File: config.mk
export PLATFORM = sky130hd
export DESIGN_NAME = c2sif_initiator
export DESIGN_NICKNAME = d
export VERILOG_FILES = /design/src/rtl/c2sif_initiator.sv
export SDC_FILE = /design/constraint.sdc
export NUM_CORES = 1
export LEC_CHECK = 0
export ABC_AREA = 1
export CORE_MARGIN = 2
export CORE_UTILIZATION = 40
export DETAILED_ROUTE_END_ITERATION = 6
export HOLD_SLACK_MARGIN = 0.02
export PLACE_DENSITY = 0.81
export SYNTH_ARGS = -nofsm -noshare
export SYNTH_HDL_FRONTEND = slang
export SYNTH_SLANG_ARGS = --single-unit
File: constraint.sdc
create_clock -name clk -period 1.79 [get_ports clk]
set_input_delay 0.179 -clock clk [delete_from_list [all_inputs] [get_ports clk]]
set_output_delay 0.179 -clock clk [all_outputs]
set_load 0.05 [all_outputs]
File: src/rtl/c2sif_initiator.sv
// rtl/c2sif_initiator.sv - c2sif four-phase initiator with bounded handshake phases
module c2sif_initiator #(
    parameter int ID_W    = 8,
    parameter int FN_W    = 8,
    parameter int DATA_W  = 32,
    parameter int TIMEOUT = 1023
) (
    input  logic              clk,
    input  logic              rst,
    input  logic              cmd_valid,
    output logic              cmd_ready,
    input  logic [ID_W-1:0]   cmd_id,
    input  logic [FN_W-1:0]   cmd_fn,
    input  logic [DATA_W-1:0] cmd_data,
    output logic              rsp_valid,
    input  logic              rsp_ready,
    output logic [DATA_W-1:0] rsp_ret,
    output logic [1:0]        rsp_err,
    output logic              req,
    output logic [ID_W-1:0]   id,
    output logic [FN_W-1:0]   fn,
    output logic [DATA_W-1:0] data,
    input  logic              ack,
    input  logic [DATA_W-1:0] ret,
    output logic              busy
);

    // A zero TIMEOUT disables the phase bounds; keep a 1-bit timer so the width stays legal.
    localparam int          TW    = (TIMEOUT > 0) ? $clog2(TIMEOUT + 1) : 1;
    localparam logic [TW-1:0] TMAX = TW'(TIMEOUT);
    localparam bit          TO_EN = (TIMEOUT != 0);

    typedef enum logic [1:0] {
        S_IDLE = 2'd0,
        S_REQ  = 2'd1,
        S_REL  = 2'd2,
        S_DONE = 2'd3
    } state_t;

    state_t        state;
    state_t        state_next;
    logic          ack_meta;
    logic          ack_s;
    logic [TW-1:0] timer;
    logic          accept;
    logic          cap_ret;
    logic          set_err0;
    logic          set_err1;
    logic          timer_clr;
    logic          timer_at_max;

    // Two-flop synchronizer: ack may come from a different clock domain.
    always_ff @(posedge clk) begin
        if (rst) begin
            ack_meta <= 1'b0;
            ack_s    <= 1'b0;
        end else begin
            ack_meta <= ack;
            ack_s    <= ack_meta;
        end
    end

    // State register.
    always_ff @(posedge clk) begin
        if (rst) begin
            state <= S_IDLE;
        end else begin
            state <= state_next;
        end
    end

    assign timer_at_max = TO_EN && (timer == TMAX);

    // Next-state logic; an ack/release seen on the timeout cycle takes priority over the error.
    always_comb begin
        state_next = state;
        accept     = 1'b0;
        cap_ret    = 1'b0;
        set_err0   = 1'b0;
        set_err1   = 1'b0;
        timer_clr  = 1'b0;
        case (state)
            S_IDLE: begin
                // A stale ack from the previous transaction blocks a new request.
                if (cmd_valid && !ack_s) begin
                    accept     = 1'b1;
                    timer_clr  = 1'b1;
                    state_next = S_REQ;
                end
            end
            S_REQ: begin
                if (ack_s) begin
                    cap_ret    = 1'b1;
                    timer_clr  = 1'b1;
                    state_next = S_REL;
                end else if (timer_at_max) begin
                    set_err0   = 1'b1;
                    timer_clr  = 1'b1;
                    state_next = S_REL;
                end
            end
            S_REL: begin
                if (!ack_s) begin
                    state_next = S_DONE;
                end else if (timer_at_max) begin
                    set_err1   = 1'b1;
                    state_next = S_DONE;
                end
            end
            S_DONE: begin
                if (rsp_ready) begin
                    state_next = S_IDLE;
                end
            end
            default: state_next = S_IDLE;
        endcase
    end

    // Phase timer: restarts at the start of each phase and saturates instead of wrapping.
    always_ff @(posedge clk) begin
        if (rst) begin
            timer <= '0;
        end else if (timer_clr) begin
            timer <= '0;
        end else if ((state == S_REQ || state == S_REL) && timer != TMAX) begin
            timer <= timer + TW'(1);
        end
    end

    // Request fields and response holding registers.
    always_ff @(posedge clk) begin
        if (rst) begin
            id      <= '0;
            fn      <= '0;
            data    <= '0;
            rsp_ret <= '0;
            rsp_err <= 2'b00;
        end else begin
            if (accept) begin
                id      <= cmd_id;
                fn      <= cmd_fn;
                data    <= cmd_data;
                rsp_ret <= '0;
                rsp_err <= 2'b00;
            end
            if (cap_ret) begin
                rsp_ret <= ret;
            end
            if (set_err0) begin
                rsp_err[0] <= 1'b1;
            end
            if (set_err1) begin
                rsp_err[1] <= 1'b1;
            end
        end
    end

    assign cmd_ready = (state == S_IDLE) && !ack_s && !rst;
    assign req       = (state == S_REQ);
    assign rsp_valid = (state == S_DONE);
    assign busy      = (state != S_IDLE);

endmodule

==> reports/qor.yml, run 1 <==
cts_root_buf: "clkbuf_8"
avgSynthCellArea_um2: 7.65
maxCapViolCount: 0
period_needed_ps: 1720
syn_area_um2: 3730
critPathRequiredTime_ps: 1610
hold_path_class: "in -> reg"
synth_fp_nets: 579
synth_top_area_cell: "dfxtp_1"
cp_slowest_stage_delay_ps: 820
r2r_setup_slack_ps: 90
min-delay-start: "ack"
final_hold_viol_count: 0
finalMaxSlewViolations: 0
maxSlewHeadroom_pct: 64.3
globalRouteOverflowTotal: 0
drtIter0Drc: 134
synth-edff-count: 0
track_usage_pct: 20.4
setup_viol: 0
row_count: 35
die_height_um: 101
synth-adder-area-share_pct: 2.01
start_kind: "register"
endpoint_kind: "output pin"
worst_ep_arrival_time_ps: 1540
drive_gt1_share_pct: 7.29
post_synth_xor_area_fraction_pct: 0.704
grt_pass1_vias: 3725
fin_crit_sh_pct: 96.0
yosysWarnings: 0
p_leak_nw: 2.47
tns_ps: 0
drc_errors: 0
synth_seq_cells: 96
synthTopCellsByArea: "dfxtp_1 (51%), nor2_1 (11%), nand2_1 (10%)"
cts_made_buffers: 9
p_per_area_nw_per_um2: 1290
firstDrtPassIters: 4
path_clk_slew_ps: 90
postCtsHoldBufs: 0
vias: 3742
cts_buffer_depth: 2
fin_nets: 745
grt_max_degree: 57
crit_buf_inv: 1
min_path_cells: 3
cp_slowest_cell: "clkdlybuf4s50_1"
crit_fanout: 2
cts_num_sinks: 96
dieArea_um2: 10100
numPortBuffers: 170
gp_congestion: 0.855
crit_family: "buffers and inverters"
synthSimpleGateAreaFrac_pct: 30.9
reg2reg_to: "data[30]"
synthTopCellsByCount: "nor2_1 (106), nand2_1 (104), dfxtp_1 (96)"
synth_mux_area_share_pct: 0
clkLatencyLatePin_ps: 360
synth_cell_types: 23
synth_ff_type: "dfxtp_1"
cp_cell_sequence: "clkdlybuf4s50_1"
syn_inst: 488
die_w_um: 101
fillers: 739
synthMostInstantiatedCell: "nor2_1"
area_growth_pct: 54.6
rsz0062_at_grt: "no"
initial_utilization_pct: 40.8
hpwl_um: 7530
grt_pass1_wl_um: 16500
insertedDiodeCount: 0
design.core.area_um2: 9150
antenna_found_initial: 0
fmax_mhz: 582
ioPinCount: 171
synthArstFlopShare_pct: 0
max-vdd-ir-drop_mv: 0.911
status: "finished clean"
post_drt_wl_per_cell_um: 13.2
synth_top_area_share_pct: 51.5
cts_max_level: 3
avgViaCountPerCell: 4.87
yosysSeqAreaShare_pct: 51.5
reg2reg_from: "state[1]"
final_antenna_net_count: 0
cts_tree: "done"
synth_top_family_by_area: "simple AND/OR/NAND/NOR gates"
fin_ws_ps: 71.9
whs_endpoint: "ack_meta"
critPathKind: "reg -> out"
reg2reg_depth: 9
fin_skew_ps: 11.3
wl_um: 10200
dpl_worst_slack_ps: 118
synth_compound_area_share_pct: 8.38
worst_pin_slew_ps: 534
## where the power goes
group          leakage (nW)  internal (mW)  total [mW]  switching [mW]
clock                0.0949          0.656        1.41           0.750
combinational          1.59           1.20        3.42            2.21
sequential            0.784           2.46        2.65           0.185
total                  2.47           4.32        7.47            3.15
## layer usage
metal | up-vias | share of wire, % | global-route usage (%)
li1 | 1882 | - | -
met1 | 1705 | 40 | 22.9
met2 | 137 | 49 | 35.0
met3 | 18 | 8.7 | 6.93
met4 | 0 | 2.2 | 9.06
met5 | - | 0 | 0
## cells in the final DEF (no fill, tap or decap), drive strengths merged
master,netlist,routed
inv,23,25
nor2,110,110
ha,6,6
clkdlybuf4s50,0,165
bufinv,0,1
nand2,108,108
clkinvlp,0,2
a22oi,1,1
dfxtp,96,96
nor3,4,4
xor2,3,3
buf,9,16
o21ai,48,48
nand3,42,42
nand4,7,7
a21oi,13,13
clkbuf,17,10
clkinv,1,1
## flip-flops by register name, indices dropped and copies added (netlist names), 2 cells and up
| signal | count |
|---|---|
| data | 32 |
| id | 8 |
| rsp_ret | 32 |
| state | 2 |
| timer | 10 |
| rsp_err | 2 |
| fn | 8 |
## logic make-up (layout without fill, tap and decap cells)
group | after synthesis | after routing
AOI/OAI and AO/OA | 62 | 62
adders and majority gates | 6 | 6
DFF | 96 | 96
xor gates and xnor gates | 3 | 3
and+or+nand+nor | 271 | 271
buffers and inverters | 50 | 220
## worst max path at each step
stage / startpoint / to / slack [ps] / depth (start not counted)
after floorplan: state[0] / cmd_ready / 20 / 4
final: data[27] / data[27] / 70 / 1
after detailed placement: state[0] / data[30] / 120 / 8
after global routing: state[1] / id[4] / 3 / 9
after global placement: rst / rsp_ret[12] / 180 / 5
after CTS: state[0] / cmd_ready / 30 / 5
## layout make-up
| cell class | count | area, um^2 | area share (%) |
|---|---|---|---|
| inverter | 24 | 93.8 | 1.63 |
| tap | 111 | 139 | 2.41 |
| clock inverter | 5 | 66.3 | 1.15 |
| clock buffer | 10 | 128 | 2.21 |
| sequential | 96 | 1920 | 33.3 |
| multi-input combinational | 342 | 1590 | 27.5 |
| timing repair buffer | 181 | 1830 | 31.8 |
## stage by stage
step	std cells	hold WS, ps	cell area (um^2)	power [mW]	util (%)
after floorplan	488	286	3740	4.85	-
after global placement	752	396	5550	5.99	60.7
after detailed placement	752	401	5550	6.05	60.7
after CTS	769	359	5770	7.54	63.0
after global routing	769	360	5770	7.89	63.0
final	769	368	5770	7.47	63.0
## repair_timing
item	in CTS	in global routing
pin swaps	0	1
endpoints found under the setup margin	1	79
resized for setup	1	2
endpoints found under the hold margin	0	0
setup buffers	2	0
Note: power is estimated with default switching activity, not from simulation.
==> run 2, diff against run 1 <==
--- a/config.mk
+++ b/config.mk
@@ -11,6 +11,7 @@
 export DETAILED_ROUTE_END_ITERATION = 6
 export HOLD_SLACK_MARGIN = 0.02
 export PLACE_DENSITY = 0.81
+export RECOVER_POWER = 50
 export SYNTH_ARGS = -nofsm -noshare
 export SYNTH_HDL_FRONTEND = slang
 export SYNTH_SLANG_ARGS = --single-unit
==> run 2 against run 1 <==
Net effect: worst hold slack improved by 3.3 ps; non-clock buffer count did not move; first-iteration DRC count rose by 0.75%; count of clock-buffer cells in the layout did not move; sequential share of layout area rose by 0.19 points; critical path depth did not move; sequential power barely moved; cell count did not move; routed wire length fell by 0.13%; core utilization fell by 0.36 points; maximum frequency barely moved; total power fell by 0.56%; largest power group unchanged.
==> reports/qor.yml, run 2 (synthesized netlist as in run 1, its figures left out) <==
avgViaCountPerCell: 4.88
crit_fanout: 2
hpwl_um: 7530
crit_buf_inv: 1
wl_um: 10200
status: "finished clean"
numPortBuffers: 170
path_clk_slew_ps: 90
fin_crit_sh_pct: 95.9
maxSlewHeadroom_pct: 58.2
mostFrequentLayoutCells: "clkdlybuf4s50_1 (164), nor2_1 (106), nand2_1 (104), dfxtp_1 (96), o21ai_0 (43)"
cts_num_sinks: 96
cp_slowest_stage_delay_ps: 830
dieArea_um2: 10100
cts_root_buf: "clkbuf_8"
die_w_um: 101
finalMaxSlewViolations: 0
setup_viol: 0
initial_utilization_pct: 40.8
worst_pin_slew_ps: 630
vias: 3754
maxCapViolCount: 0
clkLatencyLatePin_ps: 350
cts_tree: "done"
cts_buffer_depth: 2
top_regs: "data (32), rsp_ret (32), timer (10)"
area_growth_pct: 53.7
p_leak_nw: 2.45
fin_nets: 745
final_antenna_net_count: 0
row_count: 35
cp_slowest_cell: "clkdlybuf4s50_1"
switching_share_pct: 42.2
fin_skew_ps: 11.5
grt_max_degree: 57
dpl_worst_slack_ps: 118
postLayoutCoreUtil_pct: 62.7
ioPinCount: 171
drc_errors: 0
p_sw_mw: 3.14
worst_ep_arrival_time_ps: 1540
globalRouteOverflowTotal: 0
rsz0062_at_grt: "no"
start_kind: "register"
drive_gt1_share_pct: 7.14
antenna_found_initial: 0
crit_family: "buffers and inverters"
design.core.area_um2: 9150
critPathKind: "reg -> out"
firstDrtPassIters: 5
period_needed_ps: 1720
grt_pass1_vias: 3725
insertedDiodeCount: 0
max-vdd-ir-drop_mv: 0.911
p_per_area_nw_per_um2: 1290
cp_cell_sequence: "clkdlybuf4s50_1"
tns_ps: 0
power_frac_clock_pct: 18.9
endpoint_kind: "output pin"
die_height_um: 101
hold_path_class: "in -> reg"
critPathRequiredTime_ps: 1610
final_hold_viol_count: 0
post_drt_wl_per_cell_um: 13.2
track_usage_pct: 20.4
drtIter0Drc: 135
gp_congestion: 0.855
cts_max_level: 3
pwr-share-comb_pct: 45.5
whs_ps: 371
p_int_mw: 4.29
cts_made_buffers: 9
power_frac_seq_pct: 35.6
fin_ws_ps: 73.0
grt_pass1_wl_um: 16500
final_common_cell: "clkdlybuf4s50_1"
fmax_mhz: 582
[run 2: changes by cell type in the layout (fill, tap and decap cells not counted), sizes merged]
cell / previous run / this run
buf: 16 / 13
clkbuf: 10 / 13
clkdlybuf4s50: 165 / 164
dlygate4sd3: 0 / 1
[run 2: what timing repair did]
item / in CTS / in global routing
hold buffers: 0 / 0
setup endpoints to repair: 1 / 79
gates resized for setup: 1 / 2
pin swaps: 0 / 1
setup buffers: 2 / 0
[run 2: worst min-delay path, delay by kind of cell]
kind / cells / cell delay [ps]
AND/OR/NAND/NOR: 1 / 30
buffers and inverters: 2 / 470
[run 2: metal layers]
layer	part of all wire [%]	vias up	GRT usage, %	wire [um]
met5	0	-	0	0
met4	2.2	0	9.06	225
met3	9.0	18	6.93	920
met2	49	143	35.0	4960
met1	40	1711	22.9	4070
li1	-	1882	-	-
[run 2: final timing paths]
check	endpoint	cells after the start	from	slack, ps
max reg2reg	data[30]	9	state[1]	110
min	ack_meta	3	ack	370
max	rsp_ret[8]	1	rsp_ret[8]	70
min reg2reg	ack_s	2	ack_meta	400
[run 2: per-stage QoR]
step	total power [mW]	instance area [um^2]	cells
global placement	5.99	5550	752
finish	7.43	5740	769
floorplan	4.85	3740	488
CTS	7.54	5770	769
global route	7.85	5740	769
detailed placement	6.05	5550	752
[run 2: final cells by class]
type | count | area [um^2]
clock inverters | 5 | 66.3
flip-flops and latches | 96 | 1920
inverters | 24 | 93.8
well taps | 111 | 139
repair buffers | 181 | 1820
multi-input cells | 342 | 1570
fillers | 746 | 3410
clock buffers | 10 | 128
[run 2: power groups by stage]
stage	combinational (mW)	sequential, mW	clock, mW
6_report	3.38	2.65	1.40
5_1_grt	3.63	2.69	1.53
4_1_cts	3.43	2.65	1.46
3_5_place_dp	3.37	2.69	0
3_3_place_gp	3.31	2.67	0
2_1_floorplan	1.20	3.65	0
==> run 3, diff against run 2 <==
--- a/config.mk
+++ b/config.mk
@@ -9,7 +9,7 @@
 export CORE_MARGIN = 2
 export CORE_UTILIZATION = 40
 export DETAILED_ROUTE_END_ITERATION = 6
-export HOLD_SLACK_MARGIN = 0.02
+export HOLD_SLACK_MARGIN = 0.03
 export PLACE_DENSITY = 0.81
 export RECOVER_POWER = 50
 export SYNTH_ARGS = -nofsm -noshare
==> results of run 3 <==
The final DEF is identical to that of run 2; final timing and power are the same.
